### config.mk
export PLATFORM = sky130hd
export DESIGN_NAME = rv_fifo
export DESIGN_NICKNAME = d
export VERILOG_FILES = /design/src/rtl/rv_pkg.sv /design/src/rtl/reg_def.sv /design/src/rtl/rv_fifo.sv
export SDC_FILE = /design/constraint.sdc
export NUM_CORES = 1
export LEC_CHECK = 0
export BUFFER_PORTS_ARGS = -buffer_cell sky130_fd_sc_hd__buf_4
export CAP_MARGIN = 10
export CORE_UTILIZATION = 48
export DETAILED_ROUTE_END_ITERATION = 8
export GPL_TIMING_DRIVEN = 0
export PLACE_DENSITY = 0.71
export SYNTH_ARGS = -nofsm -noshare
export SYNTH_HDL_FRONTEND = slang
export SYNTH_SLANG_ARGS = --single-unit
### constraint.sdc
create_clock -name clk -period 4.3 [get_ports clk]
set_input_delay 0.86 -clock clk [delete_from_list [all_inputs] [get_ports clk]]
set_output_delay 0.86 -clock clk [all_outputs]
set_load 0.005 [all_outputs]
### src/rtl/rv_pkg.sv
`default_nettype none
// ============================================================================
// Module      : rv_pkg
// Description : Shared types and constants for the ready/valid FIFO.
// Revision    : 1.0 - initial release
// ============================================================================
package rv_pkg;

    // Default payload width of the FIFO
    localparam int RV_DATA_WIDTH = 64;

    // Occupancy state of the FIFO
    typedef enum logic [1:0] {
        EMPTY   = 2'd0,
        PARTIAL = 2'd1,
        FULL    = 2'd2
    } rv_fifo_state_t;

    // Next value of a power-of-two ring pointer; plain wrap-around of the
    // binary value visits every slot exactly once.
    function automatic logic [31:0] rv_ptr_inc(input logic [31:0] ptr,
                                               input int unsigned depth);
        logic [31:0] nxt;
        nxt = ptr + 32'd1;
        if (nxt == depth) begin
            nxt = 32'd0;
        end
        return nxt;
    endfunction

endpackage : rv_pkg
`default_nettype wire

### src/rtl/reg_def.sv
`default_nettype none
// ============================================================================
// Module      : reg_def
// Description : Generic enabled register with synchronous active-low reset.
// Revision    : 1.0 - initial release
// ============================================================================
module reg_def #(
    parameter int WIDTH = 1
) (
    input  logic             clk,
    input  logic             reset,
    input  logic             en_i,
    input  logic [WIDTH-1:0] d_i,
    output logic [WIDTH-1:0] q_o
);

    logic [WIDTH-1:0] data_q;

    // Capture d_i when enabled; clear to zero while reset is low
    always_ff @(posedge clk) begin
        if (!reset) begin
            data_q <= '0;
        end else if (en_i) begin
            data_q <= d_i;
        end
    end

    assign q_o = data_q;

endmodule : reg_def
`default_nettype wire

### src/rtl/rv_fifo.sv
`default_nettype none
// ============================================================================
// Module      : rv_fifo
// Description : Ready/valid synchronous FIFO with first-word fall-through
//               from registered storage, occupancy count and a one-cycle
//               transfer-done pulse following each pop.
// Revision    : 1.0 - initial release
// ============================================================================
module rv_fifo
    import rv_pkg::*;
#(
    parameter int DATA_WIDTH = RV_DATA_WIDTH,
    parameter int DEPTH      = 4
) (
    input  logic                     clk,
    input  logic                     reset,
    input  logic                     s_valid,
    output logic                     s_ready,
    input  logic [DATA_WIDTH-1:0]    s_data,
    output logic                     m_valid,
    input  logic                     m_ready,
    output logic [DATA_WIDTH-1:0]    m_data,
    output logic [$clog2(DEPTH):0]   count,
    output logic                     tx_done
);

    localparam int PTR_W = $clog2(DEPTH);
    localparam int CNT_W = PTR_W + 1;

    localparam logic [CNT_W-1:0] c_CNT_ONE   = CNT_W'(1);
    localparam logic [CNT_W-1:0] c_CNT_FULL  = CNT_W'(DEPTH);
    localparam logic [PTR_W-1:0] c_PTR_ONE   = PTR_W'(1);

    // ------------------------------------------------------------------
    // Storage and pointers
    // ------------------------------------------------------------------
    logic [DATA_WIDTH-1:0] mem_q [DEPTH];

    logic [PTR_W-1:0]      wr_ptr_q, wr_ptr_d;
    logic [PTR_W-1:0]      rd_ptr_q, rd_ptr_d;
    logic [CNT_W-1:0]      count_q,  count_d;
    rv_fifo_state_t        state_q,  state_d;

    logic                  push;
    logic                  pop;
    logic                  tx_done_w;

    // Handshake flags depend only on registered state, never on the
    // partner's valid/ready, so no combinational path crosses the FIFO.
    assign s_ready = (state_q != FULL);
    assign m_valid = (state_q != EMPTY);
    assign m_data  = mem_q[rd_ptr_q];
    assign count   = count_q;

    assign push    = s_valid && s_ready;
    assign pop     = m_valid && m_ready;

    // Write the incoming word into the slot addressed by the write pointer;
    // contents are intentionally left untouched by reset.
    always_ff @(posedge clk) begin
        if (reset && push) begin
            mem_q[wr_ptr_q] <= s_data;
        end
    end

    // Pointer next-state: advance on the matching transfer, wrap naturally
    always_comb begin
        wr_ptr_d = wr_ptr_q;
        rd_ptr_d = rd_ptr_q;
        if (push) begin
            wr_ptr_d = wr_ptr_q + c_PTR_ONE;
        end
        if (pop) begin
            rd_ptr_d = rd_ptr_q + c_PTR_ONE;
        end
    end

    // Occupancy FSM next-state and count update
    always_comb begin
        state_d = state_q;
        count_d = count_q;
        unique case (state_q)
            EMPTY: begin
                // Nothing to pop here; a push always leaves at least one
                // free slot because DEPTH is two or more.
                if (push) begin
                    count_d = c_CNT_ONE;
                    state_d = PARTIAL;
                end
            end
            PARTIAL: begin
                if (push && !pop) begin
                    count_d = count_q + c_CNT_ONE;
                    if (count_q + c_CNT_ONE == c_CNT_FULL) begin
                        state_d = FULL;
                    end
                end else if (pop && !push) begin
                    count_d = count_q - c_CNT_ONE;
                    if (count_q == c_CNT_ONE) begin
                        state_d = EMPTY;
                    end
                end
            end
            FULL: begin
                // s_ready is low, so only a pop can happen
                if (pop) begin
                    count_d = count_q - c_CNT_ONE;
                    state_d = PARTIAL;
                end
            end
            default: begin
                state_d = EMPTY;
                count_d = '0;
            end
        endcase
    end

    // State, count and pointer registers; reset overrides any transfer
    always_ff @(posedge clk) begin
        if (!reset) begin
            state_q  <= EMPTY;
            count_q  <= '0;
            wr_ptr_q <= '0;
            rd_ptr_q <= '0;
        end else begin
            state_q  <= state_d;
            count_q  <= count_d;
            wr_ptr_q <= wr_ptr_d;
            rd_ptr_q <= rd_ptr_d;
        end
    end

    // ------------------------------------------------------------------
    // Transfer-done pulse: registered copy of the pop strobe, so
    // back-to-back pops produce a continuous high level.
    // ------------------------------------------------------------------
    reg_def #(
        .WIDTH (1)
    ) u_tx_done_reg (
        .clk   (clk),
        .reset (reset),
        .en_i  (1'b1),
        .d_i   (pop),
        .q_o   (tx_done_w)
    );

    assign tx_done = tx_done_w;

endmodule : rv_fifo
`default_nettype wire

# Word-level counts from Yosys, hierarchy flattened
# Memory sizes are Yosys's and may differ from the RTL's. A register that Yosys moved wholly into a read port is not among the register bits.
# Cells that the tools add are included.
# op_classes
n_eq_ne	10
n_mux	16
n_reduce_logical	11
addsub	4
# ops
operator	count
2-bit 2-to-1 mux	8
3-bit 2-to-1 mux	4
3-bit inequality test, second input constant	3
3-bit one-hot mux with 3 select lines	1
2-bit inequality test, second input constant	3
2-bit one-hot mux with 3 select lines	1
1-bit logical AND	5
5-bit AND reduction	1
2-bit by 1-bit adder with 2-bit output, second input constant	2
3-bit by 1-bit adder with 3-bit output, second input constant	1
3-bit by 1-bit equality test with 1-bit output, second input constant	1
3-bit equality test, second input constant	1
3-bit AND reduction	1
3-bit by 1-bit subtractor with 3-bit output, second input constant	1
2-bit by 1-bit equality test with 1-bit output, second input constant	1
2-bit equality test, second input constant	1
1-bit zero test	2
2-bit zero test	1
1-bit 2-to-1 mux	2
2-bit nonzero test	1
# word_totals
out_inout_bits	70
word_cells	47
memories	1
register_bits	10
input_bits	68
ram_bits	256
# memory_table
memory	words	width	rd	rd_clocked_by_memory_dff	write_ports	line_no	text
mem_q	4	64	1	1	1	rv_fifo.sv:37	logic [DATA_WIDTH-1:0] mem_q [DEPTH];

# Longest topological paths before layout
# logic_depth
word_depth	7
mapped_depth	6
depth_no_buf	6

# By module
# A second synthesis with hierarchy kept.
# hier_totals
hier_cells	435
hier_area_um2	10093.4
# by_module_without_submodules
module	seq_area_each_um2	instances	area_each_um2	cells_per_inst
rv_fifo	7907.6	1	10057.1	432
reg_def	20.0	1	36.3	3

# Least setup slack after synthesis
# OpenSTA, ideal clock, no wires.
# synth_timing
kind	input -> register
from	in s_valid
to	mem mem_q[0][0] (netlist bit), enable pin
setup_ns	0.486
path_buffers	2
slack_ns	-0.318
required_ns	3.814
cell_stages	4
arrival_ns	4.131
cell_sequence	clkbuf_1 buf_2 nand3_1 nor2_1
# synth_between
elab_chain_cells	4
# synth_rtl
element	line_no	text
start, declared	rv_fifo.sv:17	input logic s_valid,
1-bit logical AND	rv_fifo.sv:55	assign push = s_valid && s_ready;
1-bit logical AND	rv_fifo.sv:61	if (reset && push) begin
1-bit 2-to-1 mux	rv_fifo.sv:61	
1-bit 2-to-1 mux (implied by the code)	rv_fifo.sv:62	mem_q[wr_ptr_q] <= s_data;
end, declared	rv_fifo.sv:37	
# No other way between the ends.

==> reports/results.ini <==
[run_status]
outcome = finished, final reports clean

[floorplan]
fp.dieArea_sq_um = 21400
die_w_um = 146
core_sq_um = 20300
initial_core_util_pct = 49.2
pin_count = 138
die_h_um = 146
rows = 52

[synth]
syn_area_sq_um = 9990
ys_warn_count = 0
syn_inst = 432
ys_types = 38
synth_top_area_cell = edfxtp_1
synth-edff-count = 256
syn_nets = 508
seq_area_frac_synth_pct = 79.3
avgSynthCellArea_sq_um = 23.1
synthTopCellsByArea = edfxtp_1 77%, mux4_2 14%, dfxtp_1 2.4%
synthArstFlopShare_pct = 0
synth_seq_cells = 268
ys.flop_type = edfxtp_1
synth.top_cell.area_share_pct = 76.9
synth_most_common_cell = edfxtp_1
yosys-top-cells-count = 256 x edfxtp_1, 64 x mux4_2, 12 x dfxtp_1

[clocking]
insertion_delay_ps = 520
ctsHoldBuffers = 0
htree_num_levels = 1
cts_tree = yes
numCtsBuffers = 27
root_buffer = clkbuf_16
cts_setup_buffers = 0
clkTransAtPathRegs_ps = 60
clock_sinks = 268
cts_resized = 0
clock_path_buffers = 3

[timing]
rsz0062_at_grt = false
final-setup-viol-count = 0
relSlewSlack_pct = 45.3
drv_slew = 0
hold_viol = 0
setup_slack_ps = 984
max_freq_ghz = 0.302
period_needed_ps = 3320
fin_skew_ps = 8.33
post-route-period-util_pct = 77.1
worst_pin_slew_ps = 819

[job]
cap_violations = 0

[power_and_ir_drop]
ir_worst_vdd_mv = 0.411
seq_power_share_pct = 50.3
p_int_mw = 4.74
sw_frac_of_total_pct = 19.3
total_power_mw = 5.88
pwr-share-comb_pct = 7.1
netSwitchingPower_mw = 1.14
p_leak_nw = 4.23
powerDensity_nw_per_um2 = 469
p_clk_share_pct = 42.6

[routing]
drc_errors = 0
antenna_left = 0
drtIter0Drc = 212
wl_per_cell_um = 20.2
vias_per_cell = 5.41
finalWirelength_mm = 18.1
vias = 4844
drt_pass1_iterations = 4

[placed_design]
io_buffers = 136
post-place-cells = 846
place_ws_ps = 901
gp_congestion = 0.802
dp_hpwl_mm = 11.5

[critical_path]
rr_worst_depth = 5
path_cells = clkbuf_1 > clkbuf_1 > mux4_2 > buf_4
critical_path_required_ps = 3440
cp-start-kind = flop
worst-path-buf-inv = 3
critPathMaxFanout = 10
path_class = reg2out
cp_data_arrival_time_ps = 2460
worst-path-stages = 4
path_delay_family = buffers and inverters
worst_path_most_repeated_cell = clkbuf_1
critPathSlowestCell = clkbuf_1
endpoint_kind = output port
slowest_delay_ps = 570

[grt]
track_usage_pct = 17.4
grt_max_degree = 28
overflow = 0
grt_pass1_wl_mm = 28.4
grt_antenna_before_repair = 0
grt_pass1_vias = 5192

[worst_hold_path]
worst_hold_path_type = reg2reg
hold_path_depth = 2

[layout]
stdcell_count = 896
antenna_cells = 0
drive_above_1_share_pct = 41.9
nets = 681
area_delta_synth_final_pct = 25.3

[area by class of cell]
class	count	area (sq um)
well taps	270	338
flip-flops and latches	268	7930
plain buffers	19	81.3
clock inverters	18	270
fillers	1481	7780
multi-input cells	136	1980
repair buffers	144	1200
clock buffers	32	694
inverters	9	33.8
[routing by layer]
metal / vias to the layer above / wire length, um / track usage [%]
li1: 2162 / - / -
met1: 2521 / 7550 / 22.5
met2: 138 / 9240 / 30.3
met3: 23 / 1000 / 3.47
met4: 0 / 290 / 4.27
met5: - / 0 / 0
[power groups by stage]
| stage | combinational, mW | clock, mW | sequential, mW |
|---|---|---|---|
| 6_report | 0.420 | 2.50 | 2.96 |
| 3_3_place_gp | 0.396 | 0 | 3.02 |
| 3_5_place_dp | 0.428 | 0 | 3.01 |
| 2_1_floorplan | 0.198 | 0 | 3.01 |
| 4_1_cts | 0.429 | 2.55 | 2.96 |
| 5_1_grt | 0.457 | 2.66 | 2.96 |
[cell families after synthesis]
logic type / count (synthesis) / synth area share, %
fa+ha+maj: 8 / 1.00
xor+xnor: 7 / 0.614
compound gates: 25 / 1.75
mux: 64 / 14.4
simple gates: 32 / 1.70
flops: 268 / 79.3
buf+inv: 28 / 1.15
[worst paths after layout]
path               startpoint      endpoint  slack (ps)
setup / recovery         flop     m_data[8]         980
hold / removal    wr_ptr_q[1]   wr_ptr_q[1]         510
setup reg to reg   state_q[0]  mem_q[0][48]        1690
hold reg to reg   wr_ptr_q[1]   wr_ptr_q[1]         510
[flip-flops by register name, summed over array words and instances (netlist names), named ones only]
name	flops
count	3
mem_q	256
rd_ptr_q	2
state_q	2
u_tx_done_reg.q_o	1
wr_ptr_q	2
[through the flow]
step | hold slack, ps | utilization [%] | area (sq um) | setup TNS, ps
finish | 507 | 61.7 | 12500 | 0
detailed placement | 497 | 56.9 | 11600 | 0
floorplan | 469 | - | 9990 | -81380
global route | 514 | 61.7 | 12500 | 0
CTS | 506 | 61.7 | 12500 | 0
global placement | 482 | 55.9 | 11300 | -648940
[layout by cell type, fill, tap and decap left out, types with 5 or more instances in the layout]
cell,netlist,layout
edfxtp_1,256,256
buf_4,0,136
mux4_2,64,64
clkbuf_16,0,27
clkbuf_1,8,13
dfxtp_1,12,12
inv_1,9,9
buf_2,8,8
ha_1,8,8
nand2_1,7,7
bufinv_16,0,7
o21ai_0,6,6
buf_12,0,6
clkinv_1,0,5
[worst register-to-register path, cell delays in order, from the launching register on]
cell and delay (ps):
dfxtp_1 400, nand2b_1 280, nand3_1 380, nor2_4 760
buf_12 300, buf_16 200
Power figures use the tool's default switching activity.
